`config.mk`:
```
export PLATFORM = sky130hd
export DESIGN_NAME = program_loader
export DESIGN_NICKNAME = d
export VERILOG_FILES = /design/src/rtl/program_loader_pkg.sv /design/src/rtl/program_loader.sv
export SDC_FILE = /design/constraint.sdc
export NUM_CORES = 1
export LEC_CHECK = 0
export ABC_AREA = 1
export CORE_MARGIN = 10
export CORE_UTILIZATION = 45
export DETAILED_ROUTE_END_ITERATION = 7
export PLACE_DENSITY = 0.74
export REMOVE_ABC_BUFFERS = 1
export SYNTH_ARGS = -nofsm -noshare
export SYNTH_HDL_FRONTEND = slang
export SYNTH_SLANG_ARGS = --single-unit
```
`constraint.sdc`:
```
create_clock -name clk_i -period 2.4 [get_ports clk_i]
set_clock_uncertainty 0.15 [all_clocks]
set_input_delay 0.48 -clock clk_i [delete_from_list [all_inputs] [get_ports clk_i]]
set_output_delay 0.48 -clock clk_i [all_outputs]
set_load 0.02 [all_outputs]
```
`src/rtl/program_loader_pkg.sv`:
```
// program_loader_pkg: shared widths and state encoding for the program loader
package program_loader_pkg;
  localparam int LOADER_W      = 4;
  localparam int LOADER_A      = 4;
  localparam int LOADER_CSUM_W = LOADER_W;
  typedef enum logic [2:0] {
    S_IDLE, S_WAIT_ACT, S_GET_LEN, S_GET_DATA, S_WRITE, S_GET_CSUM, S_RELEASE, S_ERROR
  } loader_state_e;
endpackage

```
`src/rtl/program_loader.sv`:
```
// program_loader: host nibble stream -> CPU program memory writer with checksum and CPU hand-off
// ports: clk_i/reset_ni clock and async active-low reset; start_i load request;
//        host_valid_i/host_data_i/host_ready_o host nibble handshake;
//        p_programm_o/p_active_i programming-mode request and CPU ack;
//        p_address_o/p_data_o/p_write_en_mem_o memory write port;
//        busy_o not idle, done_o one-cycle success pulse, error_o checksum or ack-loss fault
module program_loader
  import program_loader_pkg::*;
#(
  parameter int REGISTER_WIDTH       = LOADER_CSUM_W,
  parameter int MEMORY_ADDRESS_WIDTH = LOADER_A
) (
  input  logic                            clk_i,
  input  logic                            reset_ni,
  input  logic                            start_i,
  input  logic                            host_valid_i,
  input  logic [REGISTER_WIDTH-1:0]       host_data_i,
  output logic                            host_ready_o,
  output logic                            p_programm_o,
  input  logic                            p_active_i,
  output logic [MEMORY_ADDRESS_WIDTH-1:0] p_address_o,
  output logic [REGISTER_WIDTH-1:0]       p_data_o,
  output logic                            p_write_en_mem_o,
  output logic                            busy_o,
  output logic                            done_o,
  output logic                            error_o
);
  localparam int W = REGISTER_WIDTH;
  localparam int A = MEMORY_ADDRESS_WIDTH;
  loader_state_e state_q, state_d;
  logic [A:0]   rem_q, rem_d;
  logic [A-1:0] addr_q, addr_d;
  logic [W-1:0] data_q, data_d, sum_q, sum_d;
  logic         done_q, done_d;
  logic         xfer;
  always_ff @(posedge clk_i or negedge reset_ni)
    if (!reset_ni) begin
      state_q <= S_IDLE;
      rem_q   <= '0;
      addr_q  <= '0;
      data_q  <= '0;
      sum_q   <= '0;
      done_q  <= 1'b0;
    end else begin
      state_q <= state_d;
      rem_q   <= rem_d;
      addr_q  <= addr_d;
      data_q  <= data_d;
      sum_q   <= sum_d;
      done_q  <= done_d;
    end
  // ready is gated by the ack so a nibble is never swallowed in the cycle the CPU drops out
  assign host_ready_o     = p_active_i && (state_q == S_GET_LEN || state_q == S_GET_DATA || state_q == S_GET_CSUM);
  assign xfer             = host_valid_i && host_ready_o;
  assign p_programm_o     = !(state_q == S_IDLE || state_q == S_RELEASE);
  assign p_write_en_mem_o = (state_q == S_WRITE) && p_active_i;
  assign p_address_o      = addr_q;
  assign p_data_o         = data_q;
  assign busy_o           = state_q != S_IDLE;
  assign done_o           = done_q;
  assign error_o          = state_q == S_ERROR;
  always_comb begin
    state_d = state_q;
    rem_d   = rem_q;
    addr_d  = addr_q;
    data_d  = data_q;
    sum_d   = sum_q;
    done_d  = 1'b0;
    case (state_q)
      S_IDLE:     state_d = start_i ? S_WAIT_ACT : S_IDLE;
      S_WAIT_ACT: state_d = p_active_i ? S_GET_LEN : S_WAIT_ACT;
      S_GET_LEN:
        if (!p_active_i) state_d = S_ERROR;
        else if (xfer) begin
          rem_d   = (A+1)'(host_data_i) + (A+1)'(1);
          addr_d  = '0;
          sum_d   = '0;
          state_d = S_GET_DATA;
        end
      S_GET_DATA:
        if (!p_active_i) state_d = S_ERROR;
        else if (xfer) begin
          data_d  = host_data_i;
          sum_d   = sum_q + host_data_i;
          state_d = S_WRITE;
        end
      S_WRITE:
        if (!p_active_i) state_d = S_ERROR;
        else begin
          addr_d  = addr_q + A'(1);
          rem_d   = rem_q - (A+1)'(1);
          state_d = (rem_q == (A+1)'(1)) ? S_GET_CSUM : S_GET_DATA;
        end
      S_GET_CSUM:
        if (!p_active_i) state_d = S_ERROR;
        else if (xfer) state_d = (host_data_i == sum_q) ? S_RELEASE : S_ERROR;
      S_RELEASE:
        if (!p_active_i) begin
          state_d = S_IDLE;
          done_d  = 1'b1;
        end
      S_ERROR:    state_d = start_i ? (p_active_i ? S_GET_LEN : S_WAIT_ACT) : S_ERROR;
      default:    state_d = S_IDLE;
    endcase
  end
endmodule

```
==> results.yml <==
status:
  run_status: "completed"
floorplan:
  rows: 20
  die_y_um: 76.3
  core_area_um2: 3050
  die_x_um: 76.3
  io_pins: 23
  dieArea_um2: 5810
  start_util_pct: 46.6
place:
  hpwlAfterDp_um: 2360
  gp_congestion: 0.877
  postPlaceCellArea_um2: 1710
  numPortBuffers: 22
global_route:
  met3_usage_pct: 5.19
  gr-usage-met2_pct: 17.0
  met1_usage_pct: 13.8
  grt_use_total_pct: 11.0
  grt_max_degree: 22
  antenna_found_initial: 0
  grt_pass1_wl_um: 5490
  grt_overflow: 0
  top_usage_layer: "met2"
  first_global_vias: 1230
power_and_ir_drop:
  p_per_area_nw_per_um2: 1070
  intPower_uw: 984
  p_sw_share_pct: 47.0
  combPwrFrac_pct: 56.9
  p_leak_uw: 0.000872
  power.switching_uw: 870
  peakVddDrop_mv: 0.540
  p_seq_share_pct: 33.6
  p_clk_share_pct: 9.5
  fin_total_pwr_uw: 1850
routing:
  wl_per_cell_um: 12.2
  drt-vias-per-instance: 4.83
  remaining_drc_errors: 0
  dr.first_iter.drc_count: 63
  vias: 1217
  drtPass1Iterations: 4
  final_antenna_net_count: 0
  routed_wl_um: 3070
worst_setup_path:
  cp.arrival_ns: 1.66
  crit_type: "register to output pin"
  start_kind: "register"
  reg2reg_depth: 9
  required_ns: 1.77
  crit_path_end_kind: "output pin"
  rrSetupSlack_ns: 0.73
  cp_max_fo: 8
  reg2reg_from: "state_q[2]"
  r2r-end: "p_address_o[0]"
synth:
  synth_edf_count: 0
  avgSynthCellArea_um2: 7.91
  yosys.area_share.simple_pct: 31.5
  async_flop_share_pct: 100
  ys_warn_count: 0
  synth_compound_area_share_pct: 9.58
  synth_xor_area_share_pct: 4.92
  synth_area_leaders: "dfrtp_1 (37%), nand2_1 (14%), ha_1 (6.2%)"
  synth_top_area_share_pct: 36.9
  yosys.area.top_type: "dfrtp_1"
  synth_seq_cells: 21
  synth_cell_types: 31
  synthFlopType: "dfrtp_1"
  synthTopCellsByCount: "nand2_1 (53), dfrtp_1 (21), inv_1 (16), nand3_1 (15), nor2_1 (9)"
  synth_top_family_by_area: "simple AND/OR/NAND/NOR gates"
  seq_area_frac_synth_pct: 36.9
  syn_inst: 180
  yosysMostFrequentCell: "nand2_1"
  synth_fa_ha_area_share_pct: 7.56
  synthMuxAreaShare_pct: 0
  syn_area_um2: 1420
hold_path:
  min_path_cells: 2
  worstHoldStart: "p_data_o[3]"
  hold_path_end: "p_data_o[3]"
  min_path_type: "register to register"
clock_network:
  cts_sinks: 21
  cts_made_buffers: 3
  cts_tree: "done"
  clk_latency_ns: 0.31
  clockBufferDepth: 2
  ctsHtreeMaxLevel: 1
  cts-root-buf: "clkbuf_4"
  post-cts-setup-buffer-count: 0
  ctsHoldBuffers: 0
  clk_pin_slew_ns: 0.12
layout:
  stdcell_area_um2: 1730
  layout-drive-gt1-share_pct: 16.8
  nets: 226
  diodes: 0
  areaGrowthSynthToFinish_pct: 21.5
sta:
  relSlewSlack_pct: 80.9
  tightest_slew_ns: 0.286
  grt_setup_unrepaired: "false"
  hold_violations: 0
  period_share_pct: 95.6
  clock.fmax_mhz: 436
  setup_viol: 0
  fin_crit_ns: 2.29
  drv_slew: 0
flow_run:
  max-cap-violations: 0
## worst max-delay path, cell delays in order (launching register included)
cell and delay, ns:
dfrtp_2 0.47, nand2_1 0.10, nor2_1 0.14, clkdlybuf4s50_1 0.64
## logic make-up (layout without fill, tap and decap cells)
family / count (synthesis) / in the layout
adders and majority gates: 8 / 8
DFF: 21 / 21
buffers and inverters: 28 / 56
and+or+nand+nor: 94 / 94
xor gates and xnor gates: 8 / 8
AOI/OAI and AO/OA: 21 / 21
## placed cells by master, fill, tap and decap left out
cell	n
nor2_4	1
o21ai_1	5
o211ai_2	2
o21ai_2	1
o211ai_1	3
nor2_1	9
nand3_2	4
dfrtp_1	18
dlygate4sd2_1	4
a211oi_1	1
nand3b_1	1
nor2_2	1
clkbuf_1	1
nand2_2	4
nor3_1	1
inv_4	1
a21oi_1	3
ha_1	7
o31ai_1	1
dfrtp_2	3
clkbuf_4	3
or2_2	1
nand4_1	3
nand4_4	1
fa_1	1
nand2_1	53
o21ai_0	5
buf_4	7
inv_2	6
xor2_1	5
nand3_1	15
inv_1	16
xnor2_1	3
clkdlybuf4s50_1	18
## timing repair
item / in CTS / in global routing
hold endpoints to repair: 0 / 0
setup endpoints to repair: 5 / 0
gates resized for setup: 7 / 0
## per-stage QoR
stage	setup TNS [ns]	worst slack (ns)	util, %	hold WS (ns)	cells
2_1_floorplan	0	0.709	-	0.0344	175
3_3_place_gp	-0.0415	-0.0279	55.9	0.313	248
3_5_place_dp	-0.0243	-0.0187	55.9	0.315	248
4_1_cts	0	0.0808	56.7	0.346	252
5_1_grt	0	0.0203	56.7	0.364	252
6_report	0	0.106	56.7	0.339	252
## power by group through the flow
stage,Clock (uW),Sequential [uW],Combinational [uW]
6_report,176,623,1060
5_1_grt,203,645,1200
4_1_cts,188,623,1070
3_5_place_dp,0,625,1070
3_3_place_gp,0,618,1070
2_1_floorplan,0,651,682
## flip-flops by register name, indices dropped and copies added, names as in the netlist
register,cells
sum_q,4
p_address_o,4
done_o,1
p_data_o,4
rem_q,5
state_q,3
## layer usage
layer | share of wire, % | wire, um | up-vias
met2 | 42 | 1290 | 22
met5 | 0 | 0 | -
met4 | 0.36 | 11 | 0
met3 | 6.4 | 196 | 3
li1 | - | - | 635
met1 | 51 | 1580 | 557
## layout make-up
| class | count | area [um2] |
|---|---|---|
| sequential | 21 | 529 |
| timing repair buffer | 29 | 268 |
| tap | 44 | 55.1 |
| fill | 306 | 1320 |
| inverter | 23 | 88.8 |
| clock buffer | 4 | 26.3 |
| multi-input combinational | 131 | 763 |
## worst max-delay path by stage
stage | from | end | slack, ns
after floorplan | state_q[0] | p_write_en_mem_o | 0.71
after global routing | state_q[0] | error_o | 0.02
after global placement | p_active_i | host_ready_o | -0.03
final | state_q[0] | error_o | 0.11
after detailed placement | p_active_i | host_ready_o | -0.02
after CTS | state_q[0] | error_o | 0.08
No activity file was read; power rests on OpenSTA's default activity.
